--- config.mk ---
export PLATFORM = sky130hd
export DESIGN_NAME = mem_arbiter_flat
export DESIGN_NICKNAME = d
export VERILOG_FILES = /design/src/rtl/mem_arbiter_if.sv /design/src/rtl/mem_arbiter.sv /design/src/flat_wrapper.sv
export SDC_FILE = /design/constraint.sdc
export NUM_CORES = 1
export LEC_CHECK = 0
export BUFFER_PORTS_ARGS = -buffer_cell sky130_fd_sc_hd__buf_2
export CAP_MARGIN = 20
export CORE_MARGIN = 5
export CORE_UTILIZATION = 38
export CTS_CLUSTER_SIZE = 30
export DETAILED_ROUTE_END_ITERATION = 8
export GPL_ROUTABILITY_DRIVEN = 0
export HOLD_SLACK_MARGIN = 0.03
export PLACE_DENSITY_LB_ADDON = 0.15
export SLEW_MARGIN = 10
export SYNTH_ARGS = -nofsm -noshare
export SYNTH_HDL_FRONTEND = slang
export SYNTH_SLANG_ARGS = --single-unit
--- constraint.sdc ---
create_clock -name clock -period 2.9 [get_ports clock]
set_input_delay 0.58 -clock clock [delete_from_list [all_inputs] [get_ports clock]]
set_output_delay 0.58 -clock clock [all_outputs]
set_load 0.1 [all_outputs]
--- src/rtl/mem_arbiter_if.sv ---
// Bus bundle between the three requesters, the arbiter and the sdram controller.
//   pN_req/we/addr/din : request side, driven by requester N (0=ROM download, 1=CPU, 2=tape/DMA)
//   pN_ack/dout        : completion pulse and read data back to requester N
//   mem_*              : single-access bus towards the sdram controller
//   busy/grant         : arbiter status (grant = owning port, 2'd3 when none)
// Modport slave is the arbiter's view; master is the view of everything around it.
interface mem_arbiter_if #(
    parameter int ADDR_W = 25
);
    logic              p0_req;
    logic              p0_we;
    logic [ADDR_W-1:0] p0_addr;
    logic [7:0]        p0_din;
    logic              p0_ack;
    logic [7:0]        p0_dout;

    logic              p1_req;
    logic              p1_we;
    logic [ADDR_W-1:0] p1_addr;
    logic [7:0]        p1_din;
    logic              p1_ack;
    logic [7:0]        p1_dout;

    logic              p2_req;
    logic              p2_we;
    logic [ADDR_W-1:0] p2_addr;
    logic [7:0]        p2_din;
    logic              p2_ack;
    logic [7:0]        p2_dout;

    logic [ADDR_W-1:0] mem_addr;
    logic [7:0]        mem_din;
    logic              mem_we;
    logic              mem_oe;
    logic [7:0]        mem_dout;

    logic              busy;
    logic [1:0]        grant;

    modport slave (
        input  p0_req, p0_we, p0_addr, p0_din,
        input  p1_req, p1_we, p1_addr, p1_din,
        input  p2_req, p2_we, p2_addr, p2_din,
        input  mem_dout,
        output p0_ack, p0_dout, p1_ack, p1_dout, p2_ack, p2_dout,
        output mem_addr, mem_din, mem_we, mem_oe,
        output busy, grant
    );

    modport master (
        output p0_req, p0_we, p0_addr, p0_din,
        output p1_req, p1_we, p1_addr, p1_din,
        output p2_req, p2_we, p2_addr, p2_din,
        output mem_dout,
        input  p0_ack, p0_dout, p1_ack, p1_dout, p2_ack, p2_dout,
        input  mem_addr, mem_din, mem_we, mem_oe,
        input  busy, grant
    );
endinterface

--- src/rtl/mem_arbiter.sv ---
// Three-port arbiter in front of an 8-bit sdram controller.
// Port 0 (ROM download) has strict priority; ports 1 (CPU) and 2 (tape/DMA)
// share the remaining bandwidth round-robin. One access at a time, each held
// on the memory bus for ACCESS_CYCLES clocks, followed by a one-cycle ack.
//   clock   : single clock, rising edge
//   reset_n : synchronous active-low reset
//   bus     : mem_arbiter_if.slave (requests, acks, read data, memory bus, status)
//
// state  | meaning
// IDLE   | bus free; winner picked and captured when any request is present
// ACCESS | captured request driven on mem_*; lasts ACCESS_CYCLES cycles
// DONE   | ack pulse to the owning port; round-robin pointer updated
module mem_arbiter #(
    parameter int ADDR_W        = 25,
    parameter int ACCESS_CYCLES = 3
) (
    input  logic          clock,
    input  logic          reset_n,
    mem_arbiter_if.slave  bus
);
    typedef enum logic [1:0] {
        IDLE   = 2'd0,
        ACCESS = 2'd1,
        DONE   = 2'd2
    } state_t;

    localparam logic [3:0] LAST_CNT = 4'(ACCESS_CYCLES - 1);
    localparam logic [1:0] NO_PORT  = 2'd3;

    state_t            state;
    state_t            state_next;
    logic [3:0]        cnt;
    logic              rr_prefer_p2;
    logic [1:0]        owner;
    logic [1:0]        winner;
    logic              any_req;
    logic              last_cycle;
    logic              acc_we;
    logic [ADDR_W-1:0] acc_addr;
    logic [7:0]        acc_din;
    logic [7:0]        dout0;
    logic [7:0]        dout1;
    logic [7:0]        dout2;

    always_comb begin
        winner = NO_PORT;
        if (bus.p0_req) begin
            winner = 2'd0;
        end else if (bus.p1_req && bus.p2_req) begin
            winner = rr_prefer_p2 ? 2'd2 : 2'd1;
        end else if (bus.p1_req) begin
            winner = 2'd1;
        end else if (bus.p2_req) begin
            winner = 2'd2;
        end
    end

    assign any_req    = (winner != NO_PORT);
    assign last_cycle = (state == ACCESS) && (cnt == LAST_CNT);

    always_ff @(posedge clock) begin
        if (!reset_n) begin
            state <= IDLE;
        end else begin
            state <= state_next;
        end
    end

    always_comb begin
        state_next = state;
        case (state)
            IDLE:    if (any_req) state_next = ACCESS;
            ACCESS:  if (last_cycle) state_next = DONE;
            DONE:    state_next = IDLE;
            default: state_next = IDLE;
        endcase
    end

    always_ff @(posedge clock) begin
        if (!reset_n) begin
            cnt          <= 4'd0;
            owner        <= NO_PORT;
            rr_prefer_p2 <= 1'b0;
            acc_we       <= 1'b0;
            acc_addr     <= '0;
            acc_din      <= 8'h00;
            dout0        <= 8'h00;
            dout1        <= 8'h00;
            dout2        <= 8'h00;
        end else begin
            case (state)
                IDLE: begin
                    if (any_req) begin
                        cnt   <= 4'd0;
                        owner <= winner;
                        case (winner)
                            2'd0: begin
                                acc_we   <= bus.p0_we;
                                acc_addr <= bus.p0_addr;
                                acc_din  <= bus.p0_din;
                            end
                            2'd1: begin
                                acc_we   <= bus.p1_we;
                                acc_addr <= bus.p1_addr;
                                acc_din  <= bus.p1_din;
                            end
                            2'd2: begin
                                acc_we   <= bus.p2_we;
                                acc_addr <= bus.p2_addr;
                                acc_din  <= bus.p2_din;
                            end
                            default: ;
                        endcase
                    end
                end
                ACCESS: begin
                    cnt <= cnt + 4'd1;
                    // read data is taken on the final bus cycle, before the bus is released
                    if (last_cycle && !acc_we) begin
                        case (owner)
                            2'd0:    dout0 <= bus.mem_dout;
                            2'd1:    dout1 <= bus.mem_dout;
                            2'd2:    dout2 <= bus.mem_dout;
                            default: ;
                        endcase
                    end
                end
                DONE: begin
                    // only ports 1 and 2 move the pointer; a port 0 access leaves it alone
                    if (owner == 2'd1) begin
                        rr_prefer_p2 <= 1'b1;
                    end else if (owner == 2'd2) begin
                        rr_prefer_p2 <= 1'b0;
                    end
                    owner <= NO_PORT;
                end
                default: ;
            endcase
        end
    end

    assign bus.mem_we   = (state == ACCESS) && acc_we;
    assign bus.mem_oe   = (state == ACCESS) && !acc_we;
    assign bus.mem_addr = (state == ACCESS) ? acc_addr : '0;
    assign bus.mem_din  = (state == ACCESS) ? acc_din : 8'h00;

    assign bus.p0_ack  = (state == DONE) && (owner == 2'd0);
    assign bus.p1_ack  = (state == DONE) && (owner == 2'd1);
    assign bus.p2_ack  = (state == DONE) && (owner == 2'd2);
    assign bus.p0_dout = dout0;
    assign bus.p1_dout = dout1;
    assign bus.p2_dout = dout2;

    assign bus.busy  = (state != IDLE);
    assign bus.grant = owner;
endmodule

--- src/flat_wrapper.sv ---
// flat-port wrapper written by rule: the top's interface ports become plain ports
module mem_arbiter_flat 
#(
    parameter int ADDR_W        = 25,
    parameter int ACCESS_CYCLES = 3
)
  (clock, reset_n, bus_p0_req, bus_p0_we, bus_p0_addr, bus_p0_din, bus_p1_req, bus_p1_we, bus_p1_addr, bus_p1_din, bus_p2_req, bus_p2_we, bus_p2_addr, bus_p2_din, bus_mem_dout, bus_p0_ack, bus_p0_dout, bus_p1_ack, bus_p1_dout, bus_p2_ack, bus_p2_dout, bus_mem_addr, bus_mem_din, bus_mem_we, bus_mem_oe, bus_busy, bus_grant);
  mem_arbiter_if #(.ADDR_W(ADDR_W)) bus_i ();
  input  logic clock;
  input  logic reset_n;
  input wire logic [$bits(bus_i.p0_req)-1:0] bus_p0_req;
  input wire logic [$bits(bus_i.p0_we)-1:0] bus_p0_we;
  input wire logic [$bits(bus_i.p0_addr)-1:0] bus_p0_addr;
  input wire logic [$bits(bus_i.p0_din)-1:0] bus_p0_din;
  input wire logic [$bits(bus_i.p1_req)-1:0] bus_p1_req;
  input wire logic [$bits(bus_i.p1_we)-1:0] bus_p1_we;
  input wire logic [$bits(bus_i.p1_addr)-1:0] bus_p1_addr;
  input wire logic [$bits(bus_i.p1_din)-1:0] bus_p1_din;
  input wire logic [$bits(bus_i.p2_req)-1:0] bus_p2_req;
  input wire logic [$bits(bus_i.p2_we)-1:0] bus_p2_we;
  input wire logic [$bits(bus_i.p2_addr)-1:0] bus_p2_addr;
  input wire logic [$bits(bus_i.p2_din)-1:0] bus_p2_din;
  input wire logic [$bits(bus_i.mem_dout)-1:0] bus_mem_dout;
  output wire logic [$bits(bus_i.p0_ack)-1:0] bus_p0_ack;
  output wire logic [$bits(bus_i.p0_dout)-1:0] bus_p0_dout;
  output wire logic [$bits(bus_i.p1_ack)-1:0] bus_p1_ack;
  output wire logic [$bits(bus_i.p1_dout)-1:0] bus_p1_dout;
  output wire logic [$bits(bus_i.p2_ack)-1:0] bus_p2_ack;
  output wire logic [$bits(bus_i.p2_dout)-1:0] bus_p2_dout;
  output wire logic [$bits(bus_i.mem_addr)-1:0] bus_mem_addr;
  output wire logic [$bits(bus_i.mem_din)-1:0] bus_mem_din;
  output wire logic [$bits(bus_i.mem_we)-1:0] bus_mem_we;
  output wire logic [$bits(bus_i.mem_oe)-1:0] bus_mem_oe;
  output wire logic [$bits(bus_i.busy)-1:0] bus_busy;
  output wire logic [$bits(bus_i.grant)-1:0] bus_grant;
  assign bus_i.p0_req = bus_p0_req;
  assign bus_i.p0_we = bus_p0_we;
  assign bus_i.p0_addr = bus_p0_addr;
  assign bus_i.p0_din = bus_p0_din;
  assign bus_i.p1_req = bus_p1_req;
  assign bus_i.p1_we = bus_p1_we;
  assign bus_i.p1_addr = bus_p1_addr;
  assign bus_i.p1_din = bus_p1_din;
  assign bus_i.p2_req = bus_p2_req;
  assign bus_i.p2_we = bus_p2_we;
  assign bus_i.p2_addr = bus_p2_addr;
  assign bus_i.p2_din = bus_p2_din;
  assign bus_i.mem_dout = bus_mem_dout;
  assign bus_p0_ack = bus_i.p0_ack;
  assign bus_p0_dout = bus_i.p0_dout;
  assign bus_p1_ack = bus_i.p1_ack;
  assign bus_p1_dout = bus_i.p1_dout;
  assign bus_p2_ack = bus_i.p2_ack;
  assign bus_p2_dout = bus_i.p2_dout;
  assign bus_mem_addr = bus_i.mem_addr;
  assign bus_mem_din = bus_i.mem_din;
  assign bus_mem_we = bus_i.mem_we;
  assign bus_mem_oe = bus_i.mem_oe;
  assign bus_busy = bus_i.busy;
  assign bus_grant = bus_i.grant;
  mem_arbiter #(.ADDR_W(ADDR_W), .ACCESS_CYCLES(ACCESS_CYCLES)) u_core (.clock(clock), .reset_n(reset_n), .bus(bus_i));
endmodule
; ---- After elaboration in Yosys (flattened, before gate mapping)
; Index checks and enable logic that the tools add are counted.
[word_totals]
regBits = 67
inputBits = 115
output_inout_bits = 65
wordCells = 65
[op_classes]
n_addsub = 1
n_eq_ne = 10
n_mux = 19
reduce_logical = 25
[ops]
columns = cell, count
row1 = case mux 25 bit (3 select lines), 1
row2 = two-way mux 25 bit, 1
row3 = case mux 8 bit (3 select lines), 1
row4 = two-way mux 2 bit, 7
row5 = AND reduction 3 bit, 4
row6 = logical AND 1 bit, 8
row7 = two-way mux 8 bit, 1
row8 = case mux 2 bit (2 select lines), 2
row9 = case mux 4 bit (2 select lines), 1
row10 = AND reduction 2 bit, 4
row11 = nonzero test 2 bit, 4
row12 = "== test 2 x 1 -> 1 bit, second input constant", 3
row13 = "== test 2 bit, second input constant", 3
row14 = logical NOT 2 bit, 3
row15 = "adder 4 x 1 -> 4 bit, second input constant", 1
row16 = "== test 4 x 2 -> 1 bit, second input constant", 1
row17 = two-way mux 4 bit, 1
row18 = "inequality test 2 x 1 -> 1 bit, second input constant", 2
row19 = two-way mux 1 bit, 3
row20 = case mux 1 bit (3 select lines), 1
row21 = nonzero test 3 bit, 1
row22 = "inequality test 2 bit, second input constant", 1
row23 = logical NOT 1 bit, 1

; ---- Longest topological paths before layout
; Gate-level depths: netlist of run 1.
[logic_depth]
word_depth = 7
ltp_mapped = 6

; ---- Worst setup path after synthesis of run 1
; OpenSTA, ideal clock, no wires.
[synth_path]
kind = register to output
start = register u_core.owner[0], in the netlist u_core.bus.grant[0]
end = output bus_p1_ack
arrival_time_ns = 2.079
setup_slack_ns = 0.241
stages_incl_launch_ff = 3
path_buffers = 0
path_cell_list = dfxtp_1 ha_1 and2_1
[synth_between]
elab_chain_cells = 2
[synth_rtl]
columns = item, line
row1 = from (decl), mem_arbiter.sv:34  ; logic [1:0] owner;
row2 = from (signal assigned), mem_arbiter.sv:95  ; owner <= winner;
row3 = == test 2 x 1 -> 1 bit, mem_arbiter.sv:148  ; assign bus.p1_ack = (state == DONE) && (owner == 2'd1);
row4 = logical AND 1 bit, mem_arbiter.sv:148
row5 = to (decl), flat_wrapper.sv:26  ; output wire logic [$bits(bus_i.p1_ack)-1:0] bus_p1_ack;
; Every way passes these cells.

; ---- Worst setup path in the final report of run 1
[layout_path]
start = register u_core.state[0]
end = output bus_mem_addr[15]
[layout_between]
elab_chain_cells = 2
[layout_rtl]
columns = item, line
row1 = from (decl), mem_arbiter.sv:30  ; state_t state;
row2 = from (signal assigned), mem_arbiter.sv:65  ; state <= state_next;
row3 = == test 2 x 1 -> 1 bit, mem_arbiter.sv:144  ; assign bus.mem_addr = (state == ACCESS) ? acc_addr : '0;
row4 = two-way mux 25 bit, mem_arbiter.sv:144
row5 = to (decl), flat_wrapper.sv:30  ; output wire logic [$bits(bus_i.mem_addr)-1:0] bus_mem_addr;
; Every way passes these cells.

==> metrics.txt, run 1 <==
DP HPWL 9.06 mm; top-level I/O count 180; grt ovf 0; die height 108 um; IO Port Bufs 179; Post-synth EDFFs 0; Mapped Nets 545; GRT Total Usage 21.6%; vias in the first global route 4119; CP Launch Type flop; largest net degree at the start of global routing 39; Total Neg Setup Slack 0 ns; Crit path required time 2.32 ns; register area 1340 um^2; final setup fails 0; Sink Count 67; Yosys warnings 0; register area share after synthesis 36.9%; Post-Route M1 WL 5.15 mm; Met3 Wirelength 877 um; Clock Skew 0.0141 ns; Top Layer Used met4; maxcap violations 0; global-route wire length before repair 20.2 mm; Max Clock Freq 393 MHz; initial drt markers 142; routed len/inst 17.4 um; post-CTS sizing 0; shortest period the worst path allows 2.54 ns; Multi-input gate area 2060 um^2; prevailing post-synth register cell dfxtp_1; max_slew headroom 54.2%; TritonCTS buffer count 9; Post-CTS Setup Repair Bufs 0; Std-Cell Rows 35; fraction of layout cells with a size suffix above 1 37.8%; fin crit share 87.7%; metal2 WL 6.20 mm; pin slew with the least headroom to its limit 0.686 ns; hold buffers post-CTS 0; Die Width 108 um; 1st-pass router iterations 4; nets 705; Post-synth ARST share 0%; Peak VDD IR 0.000197 V; H-tree levels 3; library cells used by synthesis 40; Antenna Cells 0; post-synthesis average cell area 8.55 um^2; Routed Antenna Nets 0; DRC violations left 0; leak pwr 2.34 nW; clk root buf clkbuf_8; Synth Register Bits 67; Worst Hold Class flop to flop; CORE AREA 9280 um^2; vias per cell 5.45; Crit Path Category flop to output port; Tot Pwr 2.60 mW; Final Max Tran Viols 0; RSZ-0062 raised after global routing no; Cells after Synth 425; crit end category output port; Layout fillers 869; clk slew on worst S/H paths 0.08 ns; routed via count 3922; pwr dens 489 nW/um^2; Clk Latency, worst-skew pair 0.36 ns; Final Hold Vio Count 0; Layout area overhead 46.1%; mapped cell area 3630 um^2; CP Max Fanout 30; initial antenna violation count 0; CTS Buffer Depth 2; CTS tree done; Initial Util 39.1%; data arrival time of the worst path 1.96 ns; drt total wl 12.5 mm; status finished, final reports clean; die area 11600 um^2
## cells by family (layout without fill, tap and decap cells)
logic type,after synthesis,in the layout,share of synthesized area [%]
compound gates,115,115,22.8
xor+xnor,1,1,0.241
fa+ha+maj,5,5,1.72
buf+inv,51,216,6.68
flops,67,67,36.9
mux,24,24,6.61
simple gates,162,162,25.0
## per-stage QoR
| step | cells | hold slack [ns] | util [%] | worst slack, ns | instance area (um^2) |
|---|---|---|---|---|---|
| global placement | 703 | 0.442 | 55.2 | 0.708 | 5130 |
| CTS | 719 | 0.462 | 57.2 | 0.311 | 5310 |
| global route | 719 | 0.491 | 57.2 | 0.244 | 5310 |
| finish | 719 | 0.459 | 57.2 | 0.358 | 5310 |
| floorplan | 425 | 0.488 | - | 0.241 | 3630 |
| detailed placement | 703 | 0.450 | 55.2 | 0.717 | 5130 |
## critical path: stages (launching register included)
cell,delay [ns]
dfxtp_1,0.46
nor2b_2,0.49
buf_12,0.24
and2_1,0.22
buf_12,0.19
## worst paths after layout
path,depth (start not counted),slack [ns],from,end
setup reg to reg,4,1.22,u_core.rr_prefer_p2$_SDFFE_PN0P_,u_core.acc_we$_SDFFE_PN0P_
hold reg to reg,2,0.46,u_core.bus.p2_dout[1]$_SDFFE_PN0P_,u_core.bus.p2_dout[1]$_SDFFE_PN0P_
hold / removal,2,0.46,u_core.bus.p2_dout[1]$_SDFFE_PN0P_,u_core.bus.p2_dout[1]$_SDFFE_PN0P_
setup / recovery,4,0.36,u_core.state[0]$_SDFFE_PN0P_,bus_mem_addr[15]
## flip-flops by register name (all words and copies together), names as in the netlist
name and flops:
u_core.cnt 4, u_core.acc_addr 25, u_core.bus.p2_dout 8, u_core.bus.p0_dout 8, u_core.rr_prefer_p2 1, u_core.state 2, u_core.bus.grant 2, u_core.bus.p1_dout 8
u_core.acc_we 1, u_core.acc_din 8
## per-layer routing
metal	GRT usage, %	vias to the layer above
met5	0	-
met4	7.75	0
met3	5.28	27
met2	34.7	165
met1	27.9	1832
li1	-	1898
## power breakdown
group          internal (mW)  switching (mW)  leakage, nW  total [mW]
Sequential             0.980          0.0355        0.549        1.02
Combinational          0.300           0.535         1.71       0.835
Clock                  0.324           0.422       0.0872       0.746
Total                   1.60           0.992         2.34        2.60
## cell usage in the layout, fill, tap and decap left out, drive strengths merged, types with 4 or more instances in the layout
cell type    n
nand3       74
a311oi      35
dfxtp       67
buf        194
mux2i       24
inv          9
a211oi      34
nand2       33
nor2         4
clkbuf       9
ha           5
and2        37
a21oi       37
## Yosys cell counts, types with 2 or more instances
library cell	count	area, um^2
nand2b_1	2	12.5
mux2i_1	24	240
nand3_4	3	52.6
a211oi_1	34	255
inv_1	4	15.0
nor2_1	3	11.3
nand2_1	33	124
clkbuf_1	21	78.8
o211ai_1	2	15.0
buf_2	17	85.1
dfxtp_1	67	1340
a311oi_1	35	307
nand3_1	71	355
buf_4	6	45.0
ha_1	5	62.6
nor3b_4	2	37.5
and2_1	37	231
a21oi_1	37	185
## final cells by class
type,instances,area share (%)
well taps,129,3.04
flip-flops and latches,67,25.3
inverters,6,0.424
multi-input cells,307,38.8
clock inverters,7,1.11
repair buffers,194,29.1
clock buffers,9,2.33
(Power assumes the default switching activity.)
==> inputs of run 2 (changes only) <==
--- a/config.mk
+++ b/config.mk
@@ -13,7 +13,7 @@
 export DETAILED_ROUTE_END_ITERATION = 8
 export GPL_ROUTABILITY_DRIVEN = 0
 export HOLD_SLACK_MARGIN = 0.03
-export PLACE_DENSITY_LB_ADDON = 0.15
+export PLACE_DENSITY = 0.75
 export SLEW_MARGIN = 10
 export SYNTH_ARGS = -nofsm -noshare
 export SYNTH_HDL_FRONTEND = slang
==> run 2 against run 1 <==
Final cell count is 0.14% higher; sequential share of layout area is 0.12 points lower; first-iteration DRC count is 15% higher; total power is 2.4% higher; routed wire length is 1.1% lower; global-route usage is 0.79 points lower; clock skew is 0.00092 ns lower; cell area is 0.47% higher; via count is 0.38% higher; utilization is 0.27 points higher; die area stayed put; clock power is 9.0% higher.
==> metrics.txt, run 2 (same netlist as run 1, synthesis figures left out) <==
Routed Antenna Nets 0; initial drt markers 164; crit end category output port; vias per cell 5.47; die height 108 um; routed len/inst 17.2 um; fin crit share 88.0%; status finished, final reports clean; CP bufs+invs 2; Sink Count 67; Tot Pwr 2.66 mW; fraction of layout cells with a size suffix above 1 37.9%; Crit Path Category flop to output port; register area 1340 um^2; depth of the worst register-to-register path 5; IO Port Bufs 179; Endpoint, Worst Hold u_core.bus.p2_dout[5]$_SDFFE_PN0P_; Clk Latency, worst-skew pair 0.34 ns; max_slew headroom 47.1%; Largest Register u_core.acc_addr; pin slew with the least headroom to its limit 0.793 ns; pwr dens 498 nW/um^2; most common cell after layout, fill and taps aside buf_2; die area 11600 um^2; max reg flops 25; Reg2Reg Setup Slack 1.07 ns; GRT Total Usage 20.8%; largest net degree at the start of global routing 39; drt total wl 12.4 mm; highest-count cells in the layout ignoring fill and taps 145 x buf_2, 71 x nand3_1, 67 x dfxtp_1; leak pwr 2.36 nW; H-tree levels 3; Worst path slowest cell dfxtp_1; TritonCTS buffer count 9; CP Launch Type flop; Critical R2R Launch u_core.state[0]$_SDFFE_PN0P_; Hold Path Stages 2; nets 706; slowest stage delay, CP 0.46 ns; Multi-input gate area 2060 um^2; CP Max Fanout 30; DP HPWL 9.04 mm; CTS Buffer Depth 2; 1st-pass router iterations 5; Clock Skew 0.0132 ns; placed cell area 5130 um^2; Initial Util 39.1%; CTS tree done; Layout fillers 847; initial antenna violation count 0; Post-CTS Setup Repair Bufs 0; Crit path required time 2.32 ns; Final Hold Vio Count 0; Post-Layout Inst Area 5340 um^2; Std-Cell Rows 35; data arrival time of the worst path 1.97 ns; Peak VDD IR 0.000287 V; grt ovf 0; Antenna Cells 0; Total Neg Setup Slack 0 ns; shortest period the worst path allows 2.55 ns; Final Max Tran Viols 0; final setup fails 0; Layout area overhead 46.8%; R2R Path End u_core.cnt[3]$_SDFFE_PN0P_; top-level I/O count 180; maxcap violations 0; Worst Hold Class flop to flop; post-CTS sizing 0; CORE AREA 9280 um^2; Die Width 108 um; Max Clock Freq 392 MHz; clk root buf clkbuf_8; hold_sp u_core.bus.p2_dout[5]$_SDFFE_PN0P_; critical-path cell list nor2b_2 > buf_4 > and2_1 > buf_12; clk slew on worst S/H paths 0.09 ns; global-route wire length before repair 19.5 mm; routed via count 3937; hold buffers post-CTS 0; vias in the first global route 4093; RSZ-0062 raised after global routing no; Crit path max-delay family simple AND/OR/NAND/NOR gates; DRC violations left 0
-- run 2: worst reg2reg max path, stage by stage, from the launching register on --
cell      delay (ns)
dfxtp_1         0.46
nor2b_2         0.37
buf_4           0.36
buf_4           0.18
a41oi_1         0.12
a311oi_1        0.24
-- run 2: stage by stage --
step | utilization, % | setup slack, ns | hold slack [ns] | std cells
4_1_cts | 57.5 | 0.322 | 0.465 | 720
5_1_grt | 57.5 | 0.222 | 0.489 | 720
6_report | 57.5 | 0.348 | 0.461 | 720
2_1_floorplan | - | 0.241 | 0.488 | 425
3_5_place_dp | 55.3 | 0.578 | 0.452 | 704
3_3_place_gp | 55.0 | 0.398 | 0.443 | 703
-- run 2: area by class of cell --
class | count | area share (%)
inverter | 6 | 0.422
clock inverter | 7 | 1.52
timing repair buffer | 195 | 29.0
clock buffer | 9 | 2.32
multi-input combinational | 307 | 38.6
tap | 129 | 3.03
sequential | 67 | 25.1
-- run 2: report_power, final --
part	switching (mW)	leakage, nW	internal [mW]
clock	0.402	0.101	0.411
combinational	0.533	1.71	0.298
sequential	0.0337	0.549	0.980
-- run 2: how the worst max path moves through the flow --
stage                                           startpoint                                to  slack (ns)  cells after the start
after floorplan           u_core.bus.grant[0]$_SDFFE_PN1P_                        bus_p1_ack        0.24                      2
after global placement                          bus_p0_req        u_core.acc_we$_SDFFE_PN0P_        0.40                      4
after detailed placement                        bus_p0_req  u_core.acc_addr[12]$_SDFFE_PN0P_        0.58                      5
after CTS                     u_core.state[0]$_SDFFE_PN0P_                  bus_mem_addr[15]        0.32                      4
after global routing          u_core.state[0]$_SDFFE_PN0P_                  bus_mem_addr[13]        0.22                      4
final                         u_core.state[0]$_SDFFE_PN0P_                  bus_mem_addr[13]        0.35                      4
-- run 2: layer usage --
metal	wire length, um	global-route usage (%)
met3	949	4.02
met4	248	7.66
met2	6210	36.9
met1	4980	24.6
met5	0	0
==> inputs of run 3 (changes only) <==
--- a/config.mk
+++ b/config.mk
@@ -8,12 +8,12 @@
 export BUFFER_PORTS_ARGS = -buffer_cell sky130_fd_sc_hd__buf_2
 export CAP_MARGIN = 20
 export CORE_MARGIN = 5
-export CORE_UTILIZATION = 38
+export CORE_UTILIZATION = 50
 export CTS_CLUSTER_SIZE = 30
 export DETAILED_ROUTE_END_ITERATION = 8
 export GPL_ROUTABILITY_DRIVEN = 0
 export HOLD_SLACK_MARGIN = 0.03
-export PLACE_DENSITY = 0.75
+export PLACE_DENSITY = 0.93
 export SLEW_MARGIN = 10
 export SYNTH_ARGS = -nofsm -noshare
 export SYNTH_HDL_FRONTEND = slang
==> run 3 against run 2 <==
Cell area shrank 0.56%; worst setup slack better by 0.11 ns; utilization increased by 16 points; register-to-register slack improved by 0.10 ns; sequential share of layout area is 0.14 points higher; clock skew shrank 0.0037 ns; fmax is 4.6% higher; non-clock buffer count down 2.
==> metrics.txt, run 3 (same netlist as run 1, synthesis figures left out) <==
status finished, final reports clean; R2R Path End u_core.acc_addr[24]$_SDFFE_PN0P_; routed len/inst 19.0 um; Std-Cell Rows 31; initial antenna violation count 0; top-level I/O count 180; DRC violations left 0; initial drt markers 248; Sink Count 67; largest net degree at the start of global routing 41; post-CTS sizing 0; TritonCTS buffer count 9; Layout Utilization 73.9%; clk slew on worst S/H paths 0.08 ns; CP Max Fanout 37; Peak VDD IR 0.000283 V; die height 95.2 um; critical-path cell list nor2b_2 > buf_4 > and2_1 > buf_12; Final WS setup 0.461 ns; Endpoint, Worst Hold u_core.bus.p2_dout[5]$_SDFFE_PN0P_; depth of the worst register-to-register path 4; Layout fillers 489; Routed Antenna Nets 0; nets 704; Hold Path Stages 2; CP Launch Type flop; highest-count cells in the layout ignoring fill and taps 145 x buf_2, 71 x nand3_1, 67 x dfxtp_1; dpl cells 672; DP Worst Slack 0.792 ns; final setup fails 0; Clk Latency, worst-skew pair 0.34 ns; Worst Hold Class flop to flop; max_slew headroom 59.4%; drt total wl 13.1 mm; leak pwr 2.36 nW; Crit Path Category flop to output port; hold buffers post-CTS 0; Final Max Tran Viols 0; max reg flops 25; fraction of layout cells with a size suffix above 1 37.7%; DP HPWL 9.20 mm; most common cell after layout, fill and taps aside buf_2; Clock Skew 0.00951 ns; 1st-pass router iterations 4; Antenna Cells 0; data arrival time of the worst path 1.86 ns; clk root buf clkbuf_8; GRT Total Usage 28.2%; hold_sp u_core.bus.p2_dout[5]$_SDFFE_PN0P_; Post-CTS Setup Repair Bufs 0; H-tree levels 3; Worst path slowest cell dfxtp_1; shortest period the worst path allows 2.44 ns; crit end category output port; pwr dens 533 nW/um^2; RSZ-0062 raised after global routing no; Reg2Reg Setup Slack 1.17 ns; vias per cell 6.01; final instance count without filler cells 688; Largest Register u_core.acc_addr; Tot Pwr 2.82 mW; Total Neg Setup Slack 0 ns; Die Width 95.2 um; Critical R2R Launch u_core.rr_prefer_p2$_SDFFE_PN0P_; Final Hold Vio Count 0; CORE AREA 7180 um^2; vias in the first global route 4153; CTS Buffer Depth 2; fin crit share 84.1%; grt ovf 0; IO Port Bufs 179; Initial Util 50.6%; Max Clock Freq 410 MHz; routed via count 4132; global-route wire length before repair 20.0 mm; Crit path required time 2.32 ns; maxcap violations 0; Layout area overhead 46.0%; pin slew with the least headroom to its limit 0.609 ns; CTS tree done; slowest stage delay, CP 0.47 ns; die area 9070 um^2
-- run 3: changes by cell type in the layout (fill, tap and decap cells not counted), sizes merged --
cell	delta
buf	-2
bufinv	+2
inv	-2
-- run 3: worst max-delay path by stage --
stage,start,to,slack [ns],cells past startpoint
5_1_grt,u_core.state[0]$_SDFFE_PN0P_,bus_mem_addr[13],0.32,4
3_5_place_dp,bus_p1_req,u_core.acc_addr[24]$_SDFFE_PN0P_,0.79,5
2_1_floorplan,u_core.bus.grant[0]$_SDFFE_PN1P_,bus_p1_ack,0.24,2
3_3_place_gp,bus_p1_req,u_core.acc_addr[20]$_SDFFE_PN0P_,0.90,5
6_report,u_core.state[0]$_SDFFE_PN0P_,bus_mem_addr[13],0.46,4
4_1_cts,u_core.state[0]$_SDFFE_PN0P_,bus_mem_addr[13],0.47,4
-- run 3: layout make-up --
class	count	area [um^2]	area share [%]
clock buffers	9	124	2.33
clock inverters	7	124	2.33
inverters	6	22.5	0.425
multi-input cells	307	2060	38.8
flip-flops and latches	67	1340	25.3
well taps	99	124	2.33
repair buffers	193	1510	28.5
-- run 3: metrics by stage --
| stage | instance area [um^2] | hold slack [ns] |
|---|---|---|
| 2_1_floorplan | 3630 | 0.488 |
| 3_3_place_gp | 5060 | 0.442 |
| 3_5_place_dp | 5060 | 0.452 |
| 4_1_cts | 5310 | 0.464 |
| 5_1_grt | 5310 | 0.482 |
| 6_report | 5310 | 0.460 |
-- run 3: worst max-delay path, delay by kind of cell, from the launching register on --
| family | cells | cell delay [ns] |
|---|---|---|
| AND/OR/NAND/NOR | 2 | 0.50 |
| flip-flops | 1 | 0.47 |
| buffers and inverters | 2 | 0.54 |
-- run 3: routing by layer --
metal / up-vias / wire length, um / share of wire [%] / track usage (%)
li1: 1892 / - / - / -
met1: 1918 / 4750 / 36 / 32.4
met2: 275 / 6670 / 51 / 48.7
met3: 47 / 1230 / 9.4 / 5.92
met4: 0 / 438 / 3.3 / 15.3
met5: - / 0 / 0 / 0
-- run 3: where the power goes --
group,switching (mW),total (mW),internal (mW)
Clock,0.394,0.972,0.579
Sequential,0.0413,1.02,0.980
Combinational,0.538,0.831,0.293
Total,0.973,2.82,1.85
